### config.mk
export PLATFORM = sky130hd
export DESIGN_NAME = fetch_resp_buffer_flat
export DESIGN_NICKNAME = d
export VERILOG_FILES = /design/src/rtl/fetch_resp_buffer_if.sv /design/src/rtl/fetch_resp_buffer.sv /design/src/flat_wrapper.sv
export SDC_FILE = /design/constraint.sdc
export NUM_CORES = 1
export LEC_CHECK = 0
export ABC_CLOCK_PERIOD_IN_PS = 4700
export CORE_MARGIN = 5
export CORE_UTILIZATION = 60
export CTS_CLUSTER_SIZE = 30
export DETAILED_ROUTE_END_ITERATION = 7
export GPL_TIMING_DRIVEN = 0
export PLACE_DENSITY = 0.85
export SETUP_SLACK_MARGIN = 0.15
export SLEW_MARGIN = 20
export SYNTH_ARGS = -nofsm -noshare
export SYNTH_HDL_FRONTEND = slang
export SYNTH_SLANG_ARGS = --single-unit
### constraint.sdc
create_clock -name clk -period 4.7 [get_ports clk]
set_clock_uncertainty 0.2 [all_clocks]
set_input_delay 0.47 -clock clk [delete_from_list [all_inputs] [get_ports clk]]
set_output_delay 0.47 -clock clk [all_outputs]
set_load 0.05 [all_outputs]
### src/rtl/fetch_resp_buffer_if.sv
//------------------------------------------------------------------------------
// fetch_resp_buffer_if : IF-side request/response and decode-side handshake
// Rev 1.0
//------------------------------------------------------------------------------
`default_nettype none

interface fetch_resp_buffer_if #(
  parameter int PC_W   = 32,
  parameter int INST_W = 32
);
  logic              fs_req_valid;
  logic [PC_W-1:0]   fs_req_pc;
  logic              fs_allowin;
  logic [INST_W-1:0] inst_sram_rdata;
  logic              flush;
  logic              ds_valid;
  logic              ds_ready;
  logic [PC_W-1:0]   ds_pc;
  logic [INST_W-1:0] ds_inst;

  // master: the surrounding pipeline (IF unit, SRAM, ID unit)
  modport master (
    output fs_req_valid, fs_req_pc, inst_sram_rdata, flush, ds_ready,
    input  fs_allowin, ds_valid, ds_pc, ds_inst
  );

  // slave: the response buffer itself
  modport slave (
    input  fs_req_valid, fs_req_pc, inst_sram_rdata, flush, ds_ready,
    output fs_allowin, ds_valid, ds_pc, ds_inst
  );
endinterface

`default_nettype wire

### src/rtl/fetch_resp_buffer.sv
//------------------------------------------------------------------------------
// fetch_resp_buffer : pairs fetch PCs with next-cycle SRAM data, queues to decode
// Rev 1.0
//------------------------------------------------------------------------------
`default_nettype none

module fetch_resp_buffer #(
  parameter int DEPTH  = 4,
  parameter int PC_W   = 32,
  parameter int INST_W = 32,
  parameter int CNT_W  = $clog2(DEPTH + 1)
) (
  input  wire logic             clk,
  input  wire logic             reset,
  fetch_resp_buffer_if.slave    bus,
  output logic [CNT_W-1:0]      count
);

  localparam int PTR_W = $clog2(DEPTH);

  logic [CNT_W-1:0]  count_q, count_d;
  logic [PTR_W-1:0]  rd_ptr_q, rd_ptr_d;
  logic [PTR_W-1:0]  wr_ptr_q, wr_ptr_d;
  logic              resp_pending_q, resp_pending_d;
  logic [PC_W-1:0]   resp_pc_q, resp_pc_d;
  logic [PC_W-1:0]   mem_pc_q   [DEPTH];
  logic [PC_W-1:0]   mem_pc_d   [DEPTH];
  logic [INST_W-1:0] mem_inst_q [DEPTH];
  logic [INST_W-1:0] mem_inst_d [DEPTH];

  logic              req_fire;
  logic              push;
  logic              pop;
  logic [CNT_W:0]    occupancy;

  // Occupancy reserves a slot for the in-flight response, so a push never hits a full FIFO.
  assign occupancy      = {1'b0, count_q} + {{CNT_W{1'b0}}, resp_pending_q};
  assign bus.fs_allowin = ~reset & (occupancy < (CNT_W+1)'(DEPTH));
  assign bus.ds_valid   = (count_q != '0);
  assign bus.ds_pc      = bus.ds_valid ? mem_pc_q[rd_ptr_q]   : '0;
  assign bus.ds_inst    = bus.ds_valid ? mem_inst_q[rd_ptr_q] : '0;
  assign count          = count_q;

  assign req_fire = bus.fs_req_valid & bus.fs_allowin & ~bus.flush;
  assign push     = resp_pending_q & ~bus.flush;
  assign pop      = bus.ds_valid & bus.ds_ready & ~bus.flush;

  always_comb begin
    count_d        = count_q;
    rd_ptr_d       = rd_ptr_q;
    wr_ptr_d       = wr_ptr_q;
    resp_pending_d = req_fire;
    resp_pc_d      = req_fire ? bus.fs_req_pc : resp_pc_q;
    mem_pc_d       = mem_pc_q;
    mem_inst_d     = mem_inst_q;

    if (push) begin
      mem_pc_d[wr_ptr_q]   = resp_pc_q;
      mem_inst_d[wr_ptr_q] = bus.inst_sram_rdata;
      wr_ptr_d = (wr_ptr_q == PTR_W'(DEPTH - 1)) ? '0 : wr_ptr_q + PTR_W'(1);
    end
    if (pop) begin
      rd_ptr_d = (rd_ptr_q == PTR_W'(DEPTH - 1)) ? '0 : rd_ptr_q + PTR_W'(1);
    end
    case ({push, pop})
      2'b10:   count_d = count_q + CNT_W'(1);
      2'b01:   count_d = count_q - CNT_W'(1);
      default: count_d = count_q;
    endcase

    // A taken branch makes everything older wrong-path, including this cycle's response.
    if (bus.flush) begin
      count_d        = '0;
      rd_ptr_d       = '0;
      wr_ptr_d       = '0;
      resp_pending_d = 1'b0;
    end
  end

  always_ff @(posedge clk) begin
    if (reset) begin
      count_q        <= '0;
      rd_ptr_q       <= '0;
      wr_ptr_q       <= '0;
      resp_pending_q <= 1'b0;
      resp_pc_q      <= '0;
    end else begin
      count_q        <= count_d;
      rd_ptr_q       <= rd_ptr_d;
      wr_ptr_q       <= wr_ptr_d;
      resp_pending_q <= resp_pending_d;
      resp_pc_q      <= resp_pc_d;
    end
  end

  // Storage needs no reset: entries are only observable while count says they are valid.
  always_ff @(posedge clk) begin
    mem_pc_q   <= mem_pc_d;
    mem_inst_q <= mem_inst_d;
  end

endmodule

`default_nettype wire

### src/flat_wrapper.sv
// flat-port wrapper written by rule: the top's interface ports become plain ports
module fetch_resp_buffer_flat 
#(
  parameter int DEPTH  = 4,
  parameter int PC_W   = 32,
  parameter int INST_W = 32,
  parameter int CNT_W  = $clog2(DEPTH + 1)
)
  (clk, reset, count, bus_fs_req_valid, bus_fs_req_pc, bus_inst_sram_rdata, bus_flush, bus_ds_ready, bus_fs_allowin, bus_ds_valid, bus_ds_pc, bus_ds_inst);
  fetch_resp_buffer_if #(.PC_W(PC_W), .INST_W(INST_W)) bus_i ();
  input  wire logic clk;
  input  wire logic reset;
  output logic [CNT_W-1:0] count;
  input wire logic [$bits(bus_i.fs_req_valid)-1:0] bus_fs_req_valid;
  input wire logic [$bits(bus_i.fs_req_pc)-1:0] bus_fs_req_pc;
  input wire logic [$bits(bus_i.inst_sram_rdata)-1:0] bus_inst_sram_rdata;
  input wire logic [$bits(bus_i.flush)-1:0] bus_flush;
  input wire logic [$bits(bus_i.ds_ready)-1:0] bus_ds_ready;
  output wire logic [$bits(bus_i.fs_allowin)-1:0] bus_fs_allowin;
  output wire logic [$bits(bus_i.ds_valid)-1:0] bus_ds_valid;
  output wire logic [$bits(bus_i.ds_pc)-1:0] bus_ds_pc;
  output wire logic [$bits(bus_i.ds_inst)-1:0] bus_ds_inst;
  assign bus_i.fs_req_valid = bus_fs_req_valid;
  assign bus_i.fs_req_pc = bus_fs_req_pc;
  assign bus_i.inst_sram_rdata = bus_inst_sram_rdata;
  assign bus_i.flush = bus_flush;
  assign bus_i.ds_ready = bus_ds_ready;
  assign bus_fs_allowin = bus_i.fs_allowin;
  assign bus_ds_valid = bus_i.ds_valid;
  assign bus_ds_pc = bus_i.ds_pc;
  assign bus_ds_inst = bus_i.ds_inst;
  fetch_resp_buffer #(.DEPTH(DEPTH), .PC_W(PC_W), .INST_W(INST_W), .CNT_W(CNT_W)) u_core (.clk(clk), .reset(reset), .bus(bus_i), .count(count));
endmodule
Yosys cells after proc, flatten, opt, wreduce, memory -nomap -nowiden. Index checks and enable logic that the tools add are counted.

Word-level logic and storage cells: 55. Register bits after elaboration: 296. Output and inout port bits: 69.

Mux-type cells: 15. Reductions and logical operators: 4. $add $sub $neg: 5. Magnitude comparators: 4. Equal/unequal tests: 4. Bitwise logic cells: 10.

Operators by type and width (count): $bwmux W128 (2); $mux W32 (7); $bmux W32 S2 (2); $demux W32 S2 (1); $and A1 B1 Y1 (6); $eq A2 B2 Y1 const B (3); $ge A3 B3 Y1 const B (2); $not A2 Y3 (2); $pmux W3 S2 (1); $add A2 B1 Y2 const B (2); $add A3 B1 Y4 (1); $lt A4 B3 Y1 const B (1); $mux W2 (2); $add A3 B1 Y3 const B (1); $lt A3 B1 Y1 const B (1); $reduce_bool A3 Y1 (1); $sub A3 B1 Y3 const B (1); $eq A2 B1 Y1 const B (1); $not A1 Y1 (2); $reduce_bool A2 Y1 (1); $reduce_or A2 Y1 (1); $logic_and A1 B1 Y1 (1).

Depth between registers and ports, before layout.
Depth after elaboration: 6. Gate-level depth with buffers: 9.

Worst setup path before layout. OpenSTA, ideal clock, no wires.

Kind: in2reg. From: input port bus_flush. To: register u_core.mem_inst_q[0] in the netlist's numbering (enable). Arrival time: 2.179 ns. Cell stages on the path: 2. Path slack: 1.892 ns. Path through: nor2_1 -> and2_1.

Longest elaborated chain between the ends: 2.

RTL lines: start: declaration (line flat_wrapper.sv:17) `input wire logic [$bits(bus_i.flush)-1:0] bus_flush;`; $not A1 Y1 (line fetch_resp_buffer.sv:45) `assign push = resp_pending_q & ~bus.flush;`; $and A1 B1 Y1 (line fetch_resp_buffer.sv:45); end signal: assignment (line fetch_resp_buffer.sv:99) `mem_inst_q <= mem_inst_d;`; end: declaration (line fetch_resp_buffer.sv:28) `logic [INST_W-1:0] mem_inst_q [DEPTH];`.

Every way passes these cells. A chain may end at the register's enable or synchronous reset.

Final worst setup path.
From: register u_core.count_q[0] (netlist: u_core.count[0]). To: output port bus_ds_pc[10].

Longest elaborated chain between the ends: 2.

RTL lines: start: declaration (line fetch_resp_buffer.sv:21) `logic [CNT_W-1:0] count_q, count_d;`; start signal: assignment (line fetch_resp_buffer.sv:88) `count_q <= count_d;`; $reduce_bool A3 Y1 (line fetch_resp_buffer.sv:39) `assign bus.ds_valid = (count_q != '0);`; $mux W32 (line fetch_resp_buffer.sv:40) `assign bus.ds_pc = bus.ds_valid ? mem_pc_q[rd_ptr_q] : '0;`; end: declaration (line flat_wrapper.sv:21) `output wire logic [$bits(bus_i.ds_pc)-1:0] bus_ds_pc;`.

Every way passes these cells.

==> run_results.csv <==
group,metric,value,unit
floorplanning,rows,50,
finish,design_area,0.0141,sq mm
status,status,"finished clean",
sta,layout_min_cycle_time,3.78,ns
floorplanning,io_pins,138,
finish,register_area,0.00849,sq mm
sta,slew-limit-headroom,54.9,%
grt,grt-ovfl-total,0,
route,first_pass_iters,5,
route,drc_errors,0,
logic_synthesis,synth-seq-cells,296,
worst_hold_path,hold_depth,0,
route,drt_iter0_drc,349,
critical_path,criticalPathCategory,"reg -> out",
placed_design,gp_congestion,0.788,
sta,rsz0062_at_grt,"false",
logic_synthesis,syn_nets,682,
route,viasPerCell,5.92,
logic_synthesis,synthCells,606,
clocking,post_cts_buffers,0,
power,ir_worst_vdd,0.000289,V
critical_path,arrival,3.11,ns
grt,first_global_vias,6709,
floorplanning,die-width,148,um
route,ant_nets,0,
sta,fmax,265,MHz
placed_design,dpl.hpwl,14.2,mm
route,wire_per_inst,22.1,um
sta,worst_pin_slew,0.671,ns
clocking,cts_max_level,1,
finish,area_growth,23.9,%
logic_synthesis,ys_seq_area_share,74.8,%
worst_hold_path,hp-start,"u_core.resp_pc_q[13]",
grt,antenna_found_initial,0,
grt,grt_max_degree,47,
power,p_per_area,376,mW/mm^2
route,wl,22.9,mm
finish,drive_gt1_share,17.0,%
finish,multiInputGateArea,0.00262,sq mm
critical_path,cp-start-kind,"flop",
critical_path,reg2reg_slack,2.22,ns
clocking,clockBufferDepth,3,
logic_synthesis,yosysWarnings,0,
logic_synthesis,ys_types,25,
critical_path,r2r_start,"u_core.count[0]",
clocking,clk_latency,0.54,ns
flow_run,drv_cap,0,
floorplanning,core_region_area,0.0186,sq mm
logic_synthesis,syn-cell-area,0.0113,sq mm
logic_synthesis,synth_area_per_cell,18.7,sq um
critical_path,reg2reg_depth,8,
sta,timing.setup.tns,0,ns
critical_path,timing.rr.end,"u_core.count[2]",
floorplanning,die_area,0.0218,sq mm
critical_path,critPathMaxFanout,10,
floorplanning,start_util,60.9,%
worst_hold_path,hold_path_class,"reg -> reg",
grt,grt_pass1_wl,37.3,mm
worst_hold_path,min_to,"u_core.mem_pc_q[77]",
sta,post-route-period-util,80.4,%
sta,finalSetupViolCount,0,
sta,hold_viol_final,0,
placed_design,dpl_cell_area,0.0131,sq mm
critical_path,end_kind,"output pin",
finish,num_antenna_cells,0,
finish,final_nets,854,
sta,layout_setup_ws,0.922,ns
critical_path,required,4.03,ns
clocking,cts-root-buf,"clkbuf_16",
sta,slew_violations,0,
grt,grt_util_all_layers,21.7,%
clocking,cts_tree,"done",
clocking,cts.sinks,296,
floorplanning,dieHeight,148,um
clocking,hold_buffers,1,
route,num_vias,6132,
power,p_leak,4.42,nW
clocking,numCtsBuffers,29,
placed_design,portBuffers,136,
clocking,path_clk_slew,0.06,ns
clocking,cts_resized,0,
finish,fillCellCount,1105,
placed_design,place_ws,1.46,ns
[cell type report]
class	instances	share of cell area [%]
sequential	296	60.4
multi-input combinational	263	18.6
timing repair buffer	141	10.5
clock buffer	39	5.65
tap	234	2.08
buffer	39	1.56
clock inverter	15	0.917
inverter	8	0.223
[per-layer routing]
layer	vias to the layer above	track usage (%)	part of all wire, %
met1	3115	30.6	41
li1	2731	-	-
met4	0	4.52	1.5
met2	248	35.9	50
met5	-	0	0
met3	38	4.38	7.2
[worst max-delay path: stages (launching register included)]
cell,delay [ns]
dfxtp_1,0.47
or3_1,0.17
clkbuf_1,0.45
clkbuf_1,0.40
and2_1,0.21
clkdlybuf4s50_1,0.87
[synth_stat cells (all sizes together)]
cell,n,share of area (%)
ha,6,0.66
nor3b,1,0.066
edfxtp,256,68
mux2i,2,0.18
a311o,1,0.099
or2,1,0.055
nand2,1,0.033
o21ai,33,1.5
inv,7,0.23
and2,68,3.7
or3,3,0.17
a21oi,36,1.6
nor2,9,0.30
clkbuf,21,0.69
fa,1,0.18
o31ai,1,0.066
nand3,32,1.4
buf,18,1.2
nand2b,1,0.055
xor2,2,0.15
nor2b,1,0.055
clkinv,1,0.044
mux4,64,13
dfxtp,40,7.1
[cell usage in the layout (no fill, tap or decap)]
master	n
xor2_1	2
clkbuf_16	29
nand2b_1	1
clkbuf_1	28
fa_1	1
inv_1	7
nor3b_1	1
ha_1	6
a21oi_1	36
nand2_1	1
dlygate4sd3_1	1
or2_2	1
buf_6	8
mux4_2	64
buf_16	4
dfxtp_1	40
buf_2	10
and2_1	64
nand3_1	32
clkinvlp_4	2
clkinv_2	7
o21ai_0	33
and2_4	4
clkinv_1	4
o31ai_1	1
nor2b_1	1
clkdlybuf4s50_1	136
bufinv_16	2
or3_1	3
edfxtp_1	256
inv_6	1
clkbuf_8	3
nor2_1	9
a311o_2	1
mux2i_1	2
[worst max-delay path by stage]
stage                    startpoint                    end  depth (start not counted)
floorplan                 bus_flush   u_core.mem_inst_q[0]                          2
global placement          bus_flush  u_core.mem_inst_q[37]                          3
detailed placement  u_core.count[0]          bus_ds_pc[10]                          5
CTS                 u_core.count[0]          bus_ds_pc[10]                          5
global route        u_core.count[0]          bus_ds_pc[10]                          5
finish              u_core.count[0]          bus_ds_pc[10]                          5
[cells by family (layout without fill, tap and decap cells)]
family	after synthesis	after routing	share of synthesized area, %
AO/OA/AOI/OAI	71	71	3.21
XOR/XNOR	2	2	0.154
adder cells (fa/ha/maj)	7	7	0.838
buffers and inverters	47	242	2.21
flip-flops	296	296	74.8
multiplexers	66	66	12.9
AND/OR/NAND/NOR	117	117	5.89
[where the power goes]
group	leakage, nW	internal [mW]	switching (mW)
Clock	0.450	1.29	0.918
Sequential	2.58	2.87	0.0146
Combinational	1.38	0.0931	0.101
[per-stage QoR]
step,power [mW],util (%),cells,hold WS [ns]
2_1_floorplan,3.02,-,606,0.254
3_3_place_gp,3.12,69.7,976,0.260
3_5_place_dp,3.13,70.4,980,0.282
4_1_cts,5.32,75.4,1035,0.275
5_1_grt,5.46,75.4,1035,0.288
6_report,5.29,75.4,1035,0.294
[registers in the layout, summed over array words and instances, names as in the netlist]
name / count
u_core.count: 3
u_core.mem_inst_q: 128
u_core.mem_pc_q: 128
u_core.rd_ptr_q: 2
u_core.resp_pc_q: 32
u_core.resp_pending_q: 1
u_core.wr_ptr_q: 2
Note: power is estimated with default switching activity, not from simulation.
